==> src/rtl/qspi_phase_sequencer.sv <==
// ---------------------------------------------------------------------------
// qspi_phase_sequencer
//
// Walks one QSPI transfer through the CMD, ADDR, DUMMY and DATA phases. For
// each phase it runs the downstream cycle counter (start_count/target_count),
// waits for count_done, and inserts a one-cycle REARM gap so the counter can
// clear before the next run. The DATA phase is run once per byte.
//
// Ports:
//   clk, rst        rising-edge clock, synchronous active-high reset
//   xfer_start      one-cycle transfer request (honoured only in IDLE)
//   xfer_abort      returns to IDLE on the next edge, no xfer_done
//   cmd_mode, addr_mode, data_mode
//                   lane mode per phase: 00 single, 01 dual, 1x quad
//   addr_en         address phase present
//   dummy_cycles    dummy phase length, 0 skips the phase
//   data_en         data phase present
//   data_len_m1     data bytes minus one
//   count_done      phase-complete pulse from the cycle counter
//   start_count     counter enable, high for the whole active phase
//   target_count    cycle count of the current (or, in REARM, next) run
//   cs_n            flash chip select, active low
//   busy            transfer in progress
//   phase           0 IDLE, 1 CMD, 2 ADDR, 3 DUMMY, 4 DATA, 5 REARM, 6 DONE
//   lane_mode       lane mode of the active phase (11 reported as 10)
//   byte_strobe     one-cycle pulse per completed data byte
//   xfer_done       one-cycle pulse at normal completion
// ---------------------------------------------------------------------------
module qspi_phase_sequencer #(
  parameter int LEN_W = 8
) (
  input  logic             clk,
  input  logic             rst,
  input  logic             xfer_start,
  input  logic             xfer_abort,
  input  logic [1:0]       cmd_mode,
  input  logic [1:0]       addr_mode,
  input  logic [1:0]       data_mode,
  input  logic             addr_en,
  input  logic [4:0]       dummy_cycles,
  input  logic             data_en,
  input  logic [LEN_W-1:0] data_len_m1,
  input  logic             count_done,
  output logic             start_count,
  output logic [4:0]       target_count,
  output logic             cs_n,
  output logic             busy,
  output logic [2:0]       phase,
  output logic [1:0]       lane_mode,
  output logic             byte_strobe,
  output logic             xfer_done
);

  typedef enum logic [2:0] {
    S_IDLE  = 3'd0,
    S_CMD   = 3'd1,
    S_ADDR  = 3'd2,
    S_DUMMY = 3'd3,
    S_DATA  = 3'd4,
    S_REARM = 3'd5,
    S_DONE  = 3'd6
  } state_t;

  localparam logic [LEN_W:0] ONE_BYTE = {{LEN_W{1'b0}}, 1'b1};

  // Control state
  state_t         state;
  state_t         state_nxt;
  state_t         resume;
  state_t         resume_nxt;
  logic [4:0]     target_q;
  logic [4:0]     target_nxt;
  logic           strobe_q;
  logic           strobe_nxt;

  // Transfer configuration captured at start
  logic [1:0]     cmd_mode_q;
  logic [1:0]     addr_mode_q;
  logic [1:0]     data_mode_q;
  logic           addr_en_q;
  logic [4:0]     dummy_q;
  logic           data_en_q;
  logic [LEN_W:0] bytes_left;

  logic           active;
  logic           last_byte;
  state_t         follow;

  // Mode 11 is driven to the datapath as plain quad.
  function automatic logic [1:0] norm_mode(input logic [1:0] m);
    norm_mode = (m == 2'b11) ? 2'b10 : m;
  endfunction

  // Counter cycles for one run of a phase: bits on the wire divided by lanes.
  function automatic logic [4:0] run_len(input state_t ph, input logic [1:0] m,
                                         input logic [4:0] dmy);
    logic [1:0] sh;
    logic [4:0] bits;
    sh   = (m == 2'b00) ? 2'd0 : (m == 2'b01) ? 2'd1 : 2'd2;
    bits = 5'd0;
    case (ph)
      S_CMD, S_DATA: bits = 5'd8;
      S_ADDR:        bits = 5'd24;
      default:       bits = 5'd0;
    endcase
    if (ph == S_DUMMY) begin
      run_len = dmy;
    end else begin
      run_len = bits >> sh;
    end
  endfunction

  // Phase that follows ph, skipping phases the configuration leaves out.
  function automatic state_t next_phase(input state_t ph, input logic a_en,
                                        input logic [4:0] dmy, input logic d_en,
                                        input logic last);
    next_phase = S_DONE;
    case (ph)
      S_CMD: begin
        if (a_en)              next_phase = S_ADDR;
        else if (dmy != 5'd0)  next_phase = S_DUMMY;
        else if (d_en)         next_phase = S_DATA;
      end
      S_ADDR: begin
        if (dmy != 5'd0)       next_phase = S_DUMMY;
        else if (d_en)         next_phase = S_DATA;
      end
      S_DUMMY: begin
        if (d_en)              next_phase = S_DATA;
      end
      S_DATA: begin
        if (!last)             next_phase = S_DATA;
      end
      default: next_phase = S_DONE;
    endcase
  endfunction

  // Lane mode shown while a phase is active; dummy cycles keep the address
  // lane setting so the bus turnaround matches the preceding phase.
  function automatic logic [1:0] mode_for(input state_t ph, input logic [1:0] cm,
                                          input logic [1:0] am, input logic [1:0] dm);
    case (ph)
      S_CMD:            mode_for = norm_mode(cm);
      S_ADDR, S_DUMMY:  mode_for = norm_mode(am);
      S_DATA:           mode_for = norm_mode(dm);
      default:          mode_for = 2'b00;
    endcase
  endfunction

  // State register and registered outputs
  always_ff @(posedge clk) begin
    if (rst) begin
      state    <= S_IDLE;
      resume   <= S_IDLE;
      target_q <= 5'd0;
      strobe_q <= 1'b0;
    end else begin
      state    <= state_nxt;
      resume   <= resume_nxt;
      target_q <= target_nxt;
      strobe_q <= strobe_nxt;
    end
  end

  // Configuration capture and byte countdown; meaningful only while state
  // says a transfer is running, so these carry no reset.
  always_ff @(posedge clk) begin
    if (state == S_IDLE && xfer_start) begin
      cmd_mode_q  <= cmd_mode;
      addr_mode_q <= addr_mode;
      data_mode_q <= data_mode;
      addr_en_q   <= addr_en;
      dummy_q     <= dummy_cycles;
      data_en_q   <= data_en;
      bytes_left  <= {1'b0, data_len_m1} + ONE_BYTE;
    end else if (state == S_DATA && count_done) begin
      bytes_left  <= bytes_left - ONE_BYTE;
    end
  end

  assign active    = (state == S_CMD) || (state == S_ADDR) ||
                     (state == S_DUMMY) || (state == S_DATA);
  assign last_byte = (bytes_left == ONE_BYTE);
  assign follow    = next_phase(state, addr_en_q, dummy_q, data_en_q, last_byte);

  // Next state and outputs
  always_comb begin
    state_nxt   = state;
    resume_nxt  = resume;
    target_nxt  = target_q;
    strobe_nxt  = 1'b0;

    start_count = active;
    target_count = target_q;
    cs_n        = 1'b1;
    busy        = 1'b0;
    phase       = state;
    lane_mode   = mode_for(state, cmd_mode_q, addr_mode_q, data_mode_q);
    byte_strobe = strobe_q;
    xfer_done   = (state == S_DONE);

    if (active || state == S_REARM) begin
      cs_n = 1'b0;
      busy = 1'b1;
    end

    case (state)
      S_IDLE: begin
        target_nxt = 5'd0;
        if (xfer_start) begin
          state_nxt  = S_CMD;
          target_nxt = run_len(S_CMD, cmd_mode, 5'd0);
        end
      end
      S_CMD, S_ADDR, S_DUMMY, S_DATA: begin
        if (count_done) begin
          // Target for the upcoming run is loaded on REARM entry.
          state_nxt  = S_REARM;
          resume_nxt = follow;
          strobe_nxt = (state == S_DATA);
          if (follow == S_DONE) begin
            target_nxt = 5'd0;
          end else begin
            target_nxt = run_len(follow,
                                 (follow == S_ADDR) ? addr_mode_q :
                                 (follow == S_DATA) ? data_mode_q : cmd_mode_q,
                                 dummy_q);
          end
        end
      end
      S_REARM: begin
        state_nxt = resume;
      end
      S_DONE: begin
        state_nxt  = S_IDLE;
        target_nxt = 5'd0;
      end
      default: begin
        state_nxt  = S_IDLE;
        target_nxt = 5'd0;
      end
    endcase

    if (xfer_abort) begin
      state_nxt  = S_IDLE;
      resume_nxt = S_IDLE;
      target_nxt = 5'd0;
      strobe_nxt = 1'b0;
    end
  end

endmodule

==> config.mk <==
export PLATFORM = sky130hd
export DESIGN_NAME = qspi_phase_sequencer
export DESIGN_NICKNAME = d
export VERILOG_FILES = /design/src/rtl/qspi_phase_sequencer.sv
export SDC_FILE = /design/constraint.sdc
export NUM_CORES = 1
export LEC_CHECK = 0
export CORE_ASPECT_RATIO = 0.9
export CORE_UTILIZATION = 45
export DETAILED_ROUTE_END_ITERATION = 16
export PLACE_DENSITY = 0.72
export SLEW_MARGIN = 20
export SYNTH_ARGS = -nofsm -noshare
export SYNTH_HDL_FRONTEND = slang
export SYNTH_SLANG_ARGS = --single-unit
==> constraint.sdc <==
create_clock -name clk -period 5.3 [get_ports clk]
set_input_delay 1.06 -clock clk [delete_from_list [all_inputs] [get_ports clk]]
set_output_delay 1.06 -clock clk [all_outputs]
set_load 0.01 [all_outputs]
# == Word-level counts from Yosys, hierarchy flattened ==
# Index checks and enable logic that the tools add are counted.
# op_classes
n_shift,2
eq_ne,19
addsub,2
reduce_logical,19
mux,33
bitwise,3
# op_table
cell,n
two-way mux 5 bit,9
two-way mux 2 bit,11
two-way mux 9 bit,2
"equality test 3 bit, second input constant",5
one-hot mux 5 bit (3 select lines),1
"equality test 3 x 2 -> 1 bit, second input constant",4
two-way mux 3 bit,4
one-hot mux 3 bit (4 select lines),1
one-hot mux 5 bit (2 select lines),1
right shift 5 x 2 -> 5 bit,2
"adder 8 x 1 -> 9 bit, second input constant",1
"equality test 9 x 1 -> 1 bit, second input constant",1
one-hot mux 3 bit (3 select lines),1
"subtractor 9 x 1 -> 9 bit, second input constant",1
OR reduction 4 bit,2
"equality test 2 bit, second input constant",3
"equality test 3 x 1 -> 1 bit, second input constant",2
one-hot mux 2 bit (3 select lines),1
AND reduction 2 bit,3
OR reduction 2 bit,3
nonzero test 5 bit,1
"equality test 2 x 1 -> 1 bit, second input constant",2
zero test 2 bit,2
logical OR 1 bit,4
6 further kinds,11
# totals
inputBits,26
register_bits,34
output_inout_bits,15

# == Logic depth before layout (Yosys ltp) ==
# Gate-level depths: netlist (run 1).
# logic_depth
word_depth,15
ltp_mapped,8
ltp_nobuf,8

# == Worst setup path before layout (run 1) ==
# No wires, ideal clock.
# synth_path
path_kind,input -> register
start,in xfer_start
end,reg bytes_left[8] (data pin)
setup_ns,0.287
cell_stages,5
path_buffers,2
arrival_time_ns,2.290
path_slack_ns,2.723
required_time_ns,5.013
path_cell_list,nand2b_1 nor2_1 clkbuf_1 clkbuf_1 o22ai_1
# synth_between
elab_chain_len,2
# synth_rtl
element,line,text
"start, declared",34,"input logic xfer_start,"
logical AND 1 bit,168,if (state == S_IDLE && xfer_start) begin
two-way mux 9 bit,168,
"end signal, assigned",175,"bytes_left <= {1'b0, data_len_m1} + ONE_BYTE;"
"end signal, assigned",177,bytes_left <= bytes_left - ONE_BYTE;
"end, declared",83,logic [LEN_W:0] bytes_left;
# No other way between the ends.
# A chain may end at the register's enable or synchronous reset.

# == Worst setup path after layout (run 1) ==
# layout_path
start,"reg state[0], in the netlist phase[0]"
end,out lane_mode[0]
# layout_between
elab_chain_len,3
elab_cells_between_ends,6
cone_classes,eq/ne: 4; mux: 1; reduce/logical: 1
# layout_rtl
element,line,text
"start, declared",67,state_t state;
"start signal, assigned",158,state <= state_nxt;
equality test 3 x 2 -> 1 bit,142,case (ph)
OR reduction 2 bit,142,
one-hot mux 2 bit (3 select lines) (*),142,
"end, declared",49,"output logic [1:0] lane_mode,"
# Every way passes the cells marked *; elsewhere a longest branch is shown, timed or not.

==> impl_metrics.ini, run 1 <==
[routing]
drtIter0Drc = 149
wl_met3_um = 302
top_layer = met4
routedWlPerCell_um = 14.8
drc = 2
routed_via_density = 5.59
via_count = 1610
dr.pass1.iters = 10
met1Wirelength_mm = 2.05
wirelength_mm = 4.26
wl_met2_mm = 1.85
antenna_left = 0

[worst_setup_path]
start_kind = flip-flop
arrival_ps = 2140
cp-endpoint = lane_mode[0]
rr_worst_depth = 6
worstReg2RegStart = phase[2]
critPathCaptureType = primary output
reg2reg_slack_ps = 2920
regToRegEndpoint = target_count[1]
crit_start = phase[0]
required_ps = 4240
crit_type = flip-flop to primary output
worstPathMaxFanout = 18

[cts]
holdBufCountCts = 0
cts_buffer_depth = 2
numCtsBuffers = 5
cts_tree = done
postCtsSetupBuffers = 0
htree_levels = 2
cts-resized-gates = 0
path_clk_slew_ps = 80
clock_sinks = 34
clk_latency_ps = 300
cts_root_buffer = clkbuf_8

[global_route]
antenna_found_initial = 0
grt.total_usage = 0.206
grt-ovfl-total = 0
grt_pass1_wl_mm = 7.11
grt_max_degree = 33
grt_pass1_vias = 1464

[floorplanning]
io_pins = 41
die-width_um = 71.3
initial_core_util = 0.475
coreArea_um2 = 4100
die-area_um2 = 4590
std_cell_rows = 22
die_y_um = 64.4

[run_status]
status = finished with violations
violations = design-rule violations

[placement]
dp_hpwl_mm = 3.16
place_congestion = 0.884
port_buffers = 40

[layout]
diodes = 0
post-route-util = 0.610
fin_nets = 268
synthToLayoutAreaGrowth_pct = 28.4
seqCellArea_um2 = 901
multi_input_area_um2 = 995
drive_above_1_share = 0.0917
n_fill_cell = 366

[logic_synthesis]
synth-seq-area-share = 0.463
ys_warn_count = 0
async_flop_share = 0
netlist-cell-type-count = 56
syn_avg_cell_area_um2 = 9.78
syn_inst = 199
synth_edf_count = 22
synth_seq_cells = 34
syn-num-nets = 228
ys.flop_type = edfxtp_1
syn_area_um2 = 1950

[timing]
skew_ps = 12.3
slew_violations = 0
max_slew.worst_pin.slew_ps = 845
min_period_ps = 3200
timing_hold_violations_final = 0
fmax_mhz = 313
rsz0062_at_grt = false
setup_violations = 0
fin_crit_sh = 0.603
slew_headroom = 0.437
setup_tns_ps = 0

[power_and_ir_drop]
ir_drop_mv = 0.175
p_leak_uw = 0.000856
power_density_nw_per_um2 = 266

[job]
max_cap_viol_count = 0

[min_path]
hold_class = flip-flop to flip-flop
[cells by family after synthesis]
family | synth area share
compound gates | 0.177
xor+xnor | 0.0630
fa+ha+maj | 0.0193
buf+inv | 0.0276
flops | 0.463
mux | 0.0212
simple gates | 0.229
[synthesized netlist by cell type, drive strengths merged (2+ instances only)]
master   n  area [um2]
clkbuf   6        22.5
o211a    3        37.5
o21ai   15        75.1
a221oi   2        23.8
nor2    21        78.8
nor3     3        15.0
nand2b   5        31.3
or2      3        18.8
nand2   18        67.6
edfxtp  22         661
nand3    5        25.0
inv      6        22.5
ha       3        37.5
xor2     7        61.3
a21oi   11        58.8
a31oi    3        18.8
xnor2    7        61.3
a32oi    2        17.5
nor4     3        18.8
a211oi   2        15.0
dfxtp   12         240
and2     3        18.8
buf      2        8.75
nor2b    3        21.3
nor3b    2        15.0
o22ai    2        12.5
and3     2        12.5
mux2i    3        30.0
o211ai   3        22.5
[power breakdown]
group	switching, uW	internal (uW)
sequential	17.1	304
clock	99.5	140
combinational	49.9	54.2
total	166	498
[layer usage]
layer / vias up / track usage
met3: 6 / 0.0584
met1: 733 / 0.291
met2: 60 / 0.301
li1: 811 / -
met5: - / 0
met4: 0 / 0.0700
[critical path, cell delays in order (launching register included)]
cell,delay [ps]
dfxtp_1,630
nor2b_1,320
a31oi_1,130
o22ai_1,190
clkdlybuf4s50_1,570
[stage by stage]
stage	worst slack [ps]	instances	hold WS (ps)	total power (uW)	cell area, um2
2_1_floorplan	2720	199	454	381	1950
3_3_place_gp	2410	280	475	428	2390
3_5_place_dp	2380	280	482	430	2390
4_1_cts	2130	288	500	666	2500
5_1_grt	1950	288	523	691	2500
6_report	2100	288	495	664	2500
[area by class of cell]
type	instances	area share
multi-input cells	151	0.398
flip-flops and latches	34	0.360
repair buffers	41	0.163
clock buffers	5	0.0275
well taps	48	0.0240
clock inverters	3	0.0180
inverters	6	0.00901
[how the worst min path moves through the flow]
stage,end,cells after the start,startpoint
floorplan,resume[2],2,resume[2]
global placement,resume[2],2,resume[2]
detailed placement,resume[2],2,resume[2]
CTS,resume[2],2,resume[2]
global route,target_count[2],2,target_count[2]
finish,resume[2],2,resume[2]
[registers in the layout, indices dropped and copies added (netlist names)]
| signal | count |
|---|---|
| addr_en_q | 1 |
| data_mode_q | 2 |
| phase | 3 |
| byte_strobe | 1 |
| addr_mode_q | 2 |
| target_count | 5 |
| data_en_q | 1 |
| cmd_mode_q | 2 |
| resume | 3 |
| dummy_q | 5 |
| bytes_left | 9 |
[layout by cell type, fill, tap and decap left out, types with 5 or more instances in the layout]
master	Yosys	layout
nor2_1	21	20
nand3_1	5	5
xnor2_1	7	7
clkbuf_8	0	5
inv_1	6	6
nand2b_1	5	5
edfxtp_1	22	22
nand2_1	18	18
a21oi_1	10	10
dfxtp_1	12	12
xor2_1	7	7
clkdlybuf4s50_1	0	40
o21ai_0	13	13
No activity file was read; power rests on OpenSTA's default activity.
==> run 2: changes to the inputs <==
--- a/config.mk
+++ b/config.mk
@@ -8,7 +8,7 @@
 export CORE_ASPECT_RATIO = 0.9
 export CORE_UTILIZATION = 45
 export DETAILED_ROUTE_END_ITERATION = 16
-export PLACE_DENSITY = 0.72
+export PLACE_DENSITY = 0.75
 export SLEW_MARGIN = 20
 export SYNTH_ARGS = -nofsm -noshare
 export SYNTH_HDL_FRONTEND = slang
==> constraint.sdc (replaced) <==
create_clock -name clk -period 2.67 [get_ports clk]
set_input_delay 0.534 -clock clk [delete_from_list [all_inputs] [get_ports clk]]
set_output_delay 0.534 -clock clk [all_outputs]
set_load 0.01 [all_outputs]
==> run 2 against run 1 <==
  * The flow still finishes with violations (design-rule violations)
  * Critical path depth unchanged
  * Final area increased by 0.95%
  * Worst setup slack got worse by 2000 ps
  * Clock skew decreased by 4.9 ps
  * Register-to-register slack got worse by 2500 ps
  * Clock power increased by 100%
  * Critical path type unchanged
==> impl_metrics.ini, run 2 (same netlist as run 1, synthesis figures left out) <==
[worst_setup_path]
start_kind = flip-flop
worstPathMaxFanout = 17
arrival_ps = 1990
required_ps = 2140
crit_type = flip-flop to primary output
critPathCaptureType = primary output

[layout]
largest-register = bytes_left
final_cell_mix = 40 x clkdlybuf4s50_1, 22 x edfxtp_1, 20 x nor2_1, 18 x nand2_1, 13 x o21ai_0
largest_reg_flops = 9
drive_above_1_share = 0.107
synthToLayoutAreaGrowth_pct = 29.6
diodes = 0
post-route-util = 0.615
fin_nets = 271
mostFrequentLayoutCell = clkdlybuf4s50_1

[cts]
postCtsSetupBuffers = 0
path_clk_slew_ps = 80
clk_latency_ps = 290
htree_levels = 2
cts_tree = done
cts_buffer_depth = 2
cts_root_buffer = clkbuf_8
numCtsBuffers = 5
clock_sinks = 34

[power_and_ir_drop]
ir_drop_mv = 0.329
p_leak_uw = 0.000872
power_density_nw_per_um2 = 525

[routing]
wirelength_mm = 4.29
dr.pass1.iters = 10
via_count = 1647
routedWlPerCell_um = 14.8
antenna_left = 0
drc = 1
drtIter0Drc = 152
routed_via_density = 5.66

[floorplanning]
std_cell_rows = 22
die-width_um = 71.3
die_y_um = 64.4
die-area_um2 = 4590
coreArea_um2 = 4100
initial_core_util = 0.475
io_pins = 41

[global_route]
grt_max_degree = 21
antenna_found_initial = 0
grt_pass1_wl_mm = 7.18
grt.total_usage = 0.206
grt_pass1_vias = 1516
grt-ovfl-total = 0

[timing]
fmax_mhz = 396
fin_crit_sh = 0.946
slew_violations = 0
setup_tns_ps = 0
rsz0062_at_grt = false
slew_headroom = 0.614
min_period_ps = 2530
setup_violations = 0
timing_hold_violations_final = 0
max_slew.worst_pin.slew_ps = 578
skew_ps = 7.44

[placement]
port_buffers = 40
dp_hpwl_mm = 3.26
place_congestion = 0.891

[job]
max_cap_viol_count = 0

[run_status]
violations = design-rule violations
status = finished with violations

[min_path]
hold_class = flip-flop to flip-flop
## run 2: final timing paths
kind / endpoint / start / depth (start not counted) / slack, ps
max: cs_n / phase[2] / 4 / 140
min: resume[0] / resume[0] / 2 / 500
max reg2reg: target_count[1] / phase[1] / 6 / 390
min reg2reg: resume[0] / resume[0] / 2 / 500
## run 2: layout make-up
cell class              instances  area, um2
multi-input cells             151        995
clock inverters                 3       45.0
inverters                       6       22.5
repair buffers                 44        430
well taps                      48       60.1
fillers                       344       1580
flip-flops and latches         34        902
clock buffers                   5       68.8
## run 2: worst max-delay path: stages (launching register included)
cell and delay (ps):
dfxtp_1 470, or3_1 490, and2_1 170, inv_1 50
clkdlybuf4s50_1 520
## run 2: metal layers
metal | up-vias | share of wire | routed length (um) | track usage
met4 | 0 | 0.0068 | 29 | 0.0600
met3 | 4 | 0.063 | 272 | 0.0473
met2 | 60 | 0.48 | 2040 | 0.317
li1 | 820 | - | - | -
met1 | 763 | 0.45 | 1950 | 0.290
met5 | - | 0 | 0 | 0
## run 2: repair_timing
action	4_1_cts	5_1_grt
endpoints found under the setup margin	0	2
endpoints found under the hold margin	0	0
gates resized for setup	0	1
hold buffers	0	0
## run 2: per-stage QoR
step           setup WS, ps  instance area (um2)  hold WS, ps  power, uW  cells
2_1_floorplan           349                 1950          454        757    199
6_report                144                 2520          497       1330    291
3_5_place_dp            386                 2410          486        855    283
4_1_cts                64.1                 2520          503       1330    291
5_1_grt                28.9                 2520          544       1380    291
3_3_place_gp            415                 2410          471        853    283
## run 2: power by group
part / internal [uW] / leakage [uW] / total (uW) / switching (uW)
registers: 603 / 0.000311 / 636 / 33.1
logic: 110 / 0.000511 / 210 / 99.3
clock network: 278 / 0.0000504 / 480 / 202
